**config.mk**
```make
export PLATFORM = sky130hd
export DESIGN_NAME = serial_nibble_collector_flat
export DESIGN_NICKNAME = d
export VERILOG_FILES = /design/src/rtl/serial_nibble_collector_if.sv /design/src/rtl/serial_nibble_collector.sv /design/src/flat_wrapper.sv
export SDC_FILE = /design/constraint.sdc
export NUM_CORES = 1
export LEC_CHECK = 0
export CORE_AREA = 2 2 39 41
export CTS_CLUSTER_DIAMETER = 200
export CTS_CLUSTER_SIZE = 8
export DETAILED_ROUTE_END_ITERATION = 6
export DIE_AREA = 0 0 41 43
export GPL_ROUTABILITY_DRIVEN = 1
export PLACE_DENSITY = 0.71
export SYNTH_ARGS = -nofsm -noshare
export SYNTH_HDL_FRONTEND = slang
export SYNTH_SLANG_ARGS = --single-unit
```
**constraint.sdc**
```tcl
create_clock -name clk -period 1.8 [get_ports clk]
set_input_delay 0.36 -clock clk [delete_from_list [all_inputs] [get_ports clk]]
set_output_delay 0.36 -clock clk [all_outputs]
set_load 0.05 [all_outputs]
```
**src/rtl/serial_nibble_collector_if.sv**
```systemverilog
`default_nettype none
// ============================================================================
// Module      : serial_nibble_collector_if
// Description : Bundles the serial input stream, the control strobes and the
//               valid/ready word output of serial_nibble_collector.
//                 si, si_valid   - qualified serial bit stream (into collector)
//                 flush, clr_ovf - partial-word discard / overflow clear
//                 out_data/out_valid/out_ready - word handshake (from collector)
//                 busy, overflow, parity_err   - status (from collector)
//               modport slave  : the collector
//               modport master : the producer/consumer driving the collector
// Revision    : 1.0 - initial release
// ============================================================================
interface serial_nibble_collector_if #(
  parameter int WIDTH = 4
);
  logic             si;
  logic             si_valid;
  logic             flush;
  logic             clr_ovf;
  logic [WIDTH-1:0] out_data;
  logic             out_valid;
  logic             out_ready;
  logic             busy;
  logic             overflow;
  logic             parity_err;

  modport slave (
    input  si, si_valid, flush, clr_ovf, out_ready,
    output out_data, out_valid, busy, overflow, parity_err
  );

  modport master (
    output si, si_valid, flush, clr_ovf, out_ready,
    input  out_data, out_valid, busy, overflow, parity_err
  );
endinterface
`default_nettype wire

```
**src/rtl/serial_nibble_collector.sv**
```systemverilog
`default_nettype none
// ============================================================================
// Module      : serial_nibble_collector
// Description : Assembles a qualified serial bit stream LSB-first into
//               WIDTH-bit words and presents each completed word through a
//               one-word valid/ready holding buffer. Words completing while
//               the buffer is full and not being drained are dropped and
//               flagged in a sticky overflow bit.
//               Optional build macro PARITY_CHECK_EN: each word is followed by
//               one even-parity bit; parity_err is registered with out_data.
//               Without the macro parity_err is tied to 0.
// Ports       : clk   - rising-edge clock
//               reset - synchronous active-high reset
//               bus   - serial_nibble_collector_if.slave (stream in, word out)
// Revision    : 1.0 - initial release
// ============================================================================
module serial_nibble_collector #(
  parameter int WIDTH = 4
) (
  input  wire                          clk,
  input  wire                          reset,
  serial_nibble_collector_if.slave     bus
);

  localparam int                 c_cnt_w = $clog2(WIDTH + 1);
  localparam logic [c_cnt_w-1:0] c_last  = c_cnt_w'(WIDTH - 1);

`ifdef PARITY_CHECK_EN
  typedef enum logic [1:0] {
    S_IDLE   = 2'd0,
    S_SHIFT  = 2'd1,
    S_PARITY = 2'd2
  } state_t;
`else
  typedef enum logic [1:0] {
    S_IDLE  = 2'd0,
    S_SHIFT = 2'd1
  } state_t;
`endif

  state_t             r_state;
  logic [WIDTH-1:0]   r_sr;
  logic [c_cnt_w-1:0] r_cnt;
  logic [WIDTH-1:0]   r_out_data;
  logic               r_out_valid;
  logic               r_ovf;

  // flush outranks a coincident bit, so that bit is never accepted
  logic             w_accept;
  logic [WIDTH-1:0] w_sr_next;
  logic             w_last_data;
  logic             w_complete;
  logic [WIDTH-1:0] w_word;
  logic             w_drop;

  assign w_accept    = bus.si_valid && !bus.flush;
  assign w_sr_next   = {bus.si, r_sr[WIDTH-1:1]};
  assign w_last_data = w_accept && (r_state != state_t'(2'd2)) && (r_cnt == c_last);

`ifdef PARITY_CHECK_EN
  logic r_par;
  logic w_par;
  // Word is already complete in r_sr while waiting for the parity bit
  assign w_complete = w_accept && (r_state == S_PARITY);
  assign w_word     = r_sr;
  assign w_par      = ^{r_sr, bus.si};
`else
  // Completion is combinational with the last data bit
  assign w_complete = w_last_data;
  assign w_word     = w_sr_next;
`endif

  assign w_drop = w_complete && r_out_valid && !bus.out_ready;

  always_ff @(posedge clk) begin
    if (reset) begin
      r_state     <= S_IDLE;
      r_sr        <= '0;
      r_cnt       <= '0;
      r_out_data  <= '0;
      r_out_valid <= 1'b0;
      r_ovf       <= 1'b0;
`ifdef PARITY_CHECK_EN
      r_par       <= 1'b0;
`endif
    end else begin
      // Assembly side
      if (bus.flush) begin
        r_state <= S_IDLE;
        r_sr    <= '0;
        r_cnt   <= '0;
      end else if (bus.si_valid) begin
        case (r_state)
          S_IDLE, S_SHIFT: begin
            r_sr <= w_sr_next;
            if (w_last_data) begin
              r_cnt <= '0;
`ifdef PARITY_CHECK_EN
              r_state <= S_PARITY;
`else
              r_state <= S_IDLE;
`endif
            end else begin
              r_cnt   <= r_cnt + 1'b1;
              r_state <= S_SHIFT;
            end
          end
`ifdef PARITY_CHECK_EN
          S_PARITY: r_state <= S_IDLE;
`endif
          default: r_state <= S_IDLE;
        endcase
      end

      // Holding buffer: load when empty or drained on this same edge
      if (w_complete && (!r_out_valid || bus.out_ready)) begin
        r_out_data  <= w_word;
        r_out_valid <= 1'b1;
`ifdef PARITY_CHECK_EN
        r_par       <= w_par;
`endif
      end else if (bus.out_ready) begin
        r_out_valid <= 1'b0;
      end

      // Sticky overflow; a drop on the same edge beats the clear
      if (w_drop) begin
        r_ovf <= 1'b1;
      end else if (bus.clr_ovf) begin
        r_ovf <= 1'b0;
      end
    end
  end

  assign bus.out_data  = r_out_data;
  assign bus.out_valid = r_out_valid;
  assign bus.overflow  = r_ovf;
`ifdef PARITY_CHECK_EN
  assign bus.busy       = (r_cnt != '0) || (r_state == S_PARITY);
  assign bus.parity_err = r_par;
`else
  assign bus.busy       = (r_cnt != '0);
  assign bus.parity_err = 1'b0;
`endif

endmodule
`default_nettype wire
```
**src/flat_wrapper.sv**
```systemverilog
// flat-port wrapper written by rule: the top's interface ports become plain ports
module serial_nibble_collector_flat 
#(
  parameter int WIDTH = 4
)
  (clk, reset, bus_si, bus_si_valid, bus_flush, bus_clr_ovf, bus_out_ready, bus_out_data, bus_out_valid, bus_busy, bus_overflow, bus_parity_err);
  serial_nibble_collector_if #(.WIDTH(WIDTH)) bus_i ();
  input  wire clk;
  input  wire reset;
  input wire logic [$bits(bus_i.si)-1:0] bus_si;
  input wire logic [$bits(bus_i.si_valid)-1:0] bus_si_valid;
  input wire logic [$bits(bus_i.flush)-1:0] bus_flush;
  input wire logic [$bits(bus_i.clr_ovf)-1:0] bus_clr_ovf;
  input wire logic [$bits(bus_i.out_ready)-1:0] bus_out_ready;
  output wire logic [$bits(bus_i.out_data)-1:0] bus_out_data;
  output wire logic [$bits(bus_i.out_valid)-1:0] bus_out_valid;
  output wire logic [$bits(bus_i.busy)-1:0] bus_busy;
  output wire logic [$bits(bus_i.overflow)-1:0] bus_overflow;
  output wire logic [$bits(bus_i.parity_err)-1:0] bus_parity_err;
  assign bus_i.si = bus_si;
  assign bus_i.si_valid = bus_si_valid;
  assign bus_i.flush = bus_flush;
  assign bus_i.clr_ovf = bus_clr_ovf;
  assign bus_i.out_ready = bus_out_ready;
  assign bus_out_data = bus_i.out_data;
  assign bus_out_valid = bus_i.out_valid;
  assign bus_busy = bus_i.busy;
  assign bus_overflow = bus_i.overflow;
  assign bus_parity_err = bus_i.parity_err;
  serial_nibble_collector #(.WIDTH(WIDTH)) u_core (.clk(clk), .reset(reset), .bus(bus_i));
endmodule
```
==> impl_metrics.tcl <==
set metrics [dict create \
    insertedDiodeCount 0 \
    io_pins 15 \
    nFillCells 135 \
    total_power_uw 479 \
    finalClockSkew_ns 0.00233 \
    post_cts_resize_count 0 \
    grt_start_max_net_pins 11 \
    reg2reg_from "u_core.r_cnt[0]" \
    fin_crit_sh_pct 83.5 \
    synth_fp_nets 65 \
    wl_per_cell_um 9.76 \
    ir_drop_v 0.000268 \
    via_per_inst 4.52 \
    area_delta_synth_final_pct 25.8 \
    clkLatencyLatePin_ns 0.26 \
    critPathArrivalTime_ns 1.14 \
    vias 384 \
    drtAntennaViolNets 0 \
    reg2reg_to "u_core.bus.out_data[0]" \
    status "finished clean" \
    initial_core_util_pct 40.7 \
    clockBufferDepth 2 \
    first_global_vias 367 \
    synth-seq-cells 12 \
    clk_pin_slew_worst_paths_ns 0.07 \
    hold_path.class "reg2reg" \
    std_cell_rows 14 \
    synthDistinctLibCells 20 \
    crit_start "u_core.r_cnt[0]" \
    max_freq_mhz 666 \
    crit_end "bus_busy" \
    p_leak_nw 0.280 \
    endpoint_kind "primary output" \
    grtUsageTotal_pct 12.5 \
    postCtsSetupRepairBufs 0 \
    cts_tree "yes" \
    grt_setup_unrepaired "no" \
    die_w_um 41 \
    grt_pass1_wl_mm 1.43 \
    p_per_area_nw_per_um2 677 \
    cts_htree_levels 1 \
    drv_cap 0 \
    cp.required_ns 1.44 \
    fin_tns_setup_ns 0 \
    portBuffers 13 \
    numCtsBuffers 3 \
    route.detailed.drc 0 \
    synth_warnings 0 \
    syn_area_per_cell_um2 10.1 \
    die_h_um 43 \
    path_max_fanout 3 \
    die_area_um2 1760 \
    critPathLaunchType "flop" \
    setup_violations 0 \
    yosysSeqAreaShare_pct 42.7 \
    core_um2 1380 \
    drive_gt1_share_pct 21.7 \
    reg2reg_slack_ns 0.49 \
    cts.sinks 12 \
    cts_root_buf "clkbuf_4" \
    worstSetupPathType "reg2out" \
    routabilityCongestion 0.658 \
    drt_iter0_markers 0 \
    grt_overflow 0 \
    synth_cells 56 \
    routed_wl_um 830 \
    postCtsHoldBufs 0 \
    antenna_found_initial 0 \
    fin_crit_ns 1.50 \
    hold_viol 0 \
    worstHoldStart "u_core.r_cnt[2]" \
    fin_nets 80 \
    firstDrtPassIters 1 \
    slew_viol_final 0 \
    r2r_cells 4 \
    syn-cell-area_um2 563 \
]
## cells in the mapped netlist (all sizes together)
cell type,instances,area (um^2)
mux2i,8,80.1
inv,4,15.0
nor2,4,15.0
or2,1,6.26
conb,1,3.75
ha,2,25.0
clkbuf,2,7.51
nand3,1,5.00
buf,3,30.0
a211oi,1,7.51
nand4bb,1,27.5
nand2,1,3.75
o22ai,1,6.26
a21oi,2,10.0
dfxtp,12,240
nor2b,2,15.0
nand2b,10,65.1
## final cells by class
| type | instances | area, um^2 | area share [%] |
|---|---|---|---|
| multi-input cells | 35 | 270 | 38.2 |
| flip-flops and latches | 12 | 240 | 33.9 |
| repair buffers | 15 | 140 | 19.8 |
| clock buffers | 3 | 22.5 | 3.18 |
| well taps | 16 | 20.0 | 2.83 |
| inverters | 4 | 15.0 | 2.12 |
## state kept, by name, summed over array words and instances (netlist names)
name and flops:
u_core.r_cnt 3, u_core.bus.overflow 1, u_core.bus.out_data 4, u_core.bus.out_valid 1, u_core.r_sr 3
## worst max-delay path, stage by stage, from the launching register on
cell     delay [ns]
dfxtp_1        0.37
inv_1          0.08
ha_1           0.19
nand2_1        0.11
buf_12         0.14
## where the power goes
group          total, mW  internal, mW  switching [mW]
combinational     0.0542        0.0293          0.0249
clock              0.156        0.0771          0.0784
sequential         0.270         0.268         0.00189
total              0.479         0.374           0.105
## cell families (layout without fill, tap and decap cells)
logic type               after synthesis  in the layout  synth area share, %
AO/OA/AOI/OAI                          4              4                 4.22
adder cells (fa/ha/maj)                2              2                 4.44
buffers and inverters                  9             22                 9.33
flip-flops                            12             12                 42.7
multiplexers                           8              8                 14.2
other                                  1              1                0.666
AND/OR/NAND/NOR                       20             20                 24.4
## per-stage QoR
step | hold slack [ns] | area (um^2) | instances | utilization, % | setup slack [ns]
after floorplan | 0.431 | 563 | 56 | - | 0.514
after global placement | 0.453 | 686 | 82 | 49.5 | 0.185
after detailed placement | 0.455 | 686 | 82 | 49.5 | 0.181
after CTS | 0.469 | 708 | 85 | 51.2 | 0.284
after global routing | 0.509 | 708 | 85 | 51.2 | 0.217
final | 0.464 | 708 | 85 | 51.2 | 0.298
## routing by layer
layer  up-vias  global-route usage (%)  wire [um]
met5         -                       0          0
met4         0                    10.0         14
met3         2                    4.71         39
met2         7                    16.6        378
met1       171                    15.4        397
li1        204                       -          -
## layout by cell type, fill, tap and decap left out
| master | synthesis | routed |
|---|---|---|
| nand3_1 | 1 | 1 |
| ha_1 | 2 | 2 |
| nand2b_2 | 1 | 1 |
| buf_12 | 0 | 1 |
| a211oi_1 | 1 | 1 |
| or2_1 | 1 | 1 |
| nand2b_1 | 9 | 9 |
| nand4bb_4 | 1 | 1 |
| dfxtp_1 | 12 | 12 |
| nor2b_1 | 1 | 1 |
| mux2i_1 | 8 | 8 |
| inv_1 | 4 | 4 |
| buf_4 | 1 | 8 |
| nand2_1 | 1 | 1 |
| nor2_1 | 4 | 4 |
| clkbuf_4 | 0 | 3 |
| nor2b_2 | 1 | 1 |
| o22ai_1 | 1 | 1 |
| clkdlybuf4s50_1 | 0 | 6 |
| a21oi_1 | 2 | 2 |
| conb_1 | 1 | 1 |
## worst min-delay path by stage
stage | endpoint | slack (ns) | cells after the start
2_1_floorplan | u_core.r_cnt[2] | 0.43 | 2
3_3_place_gp | u_core.r_cnt[2] | 0.45 | 2
3_5_place_dp | u_core.r_cnt[2] | 0.45 | 2
4_1_cts | u_core.r_cnt[2] | 0.47 | 2
5_1_grt | u_core.bus.out_data[3] | 0.51 | 2
6_report | u_core.r_cnt[2] | 0.46 | 2
(Power assumes the default switching activity.)
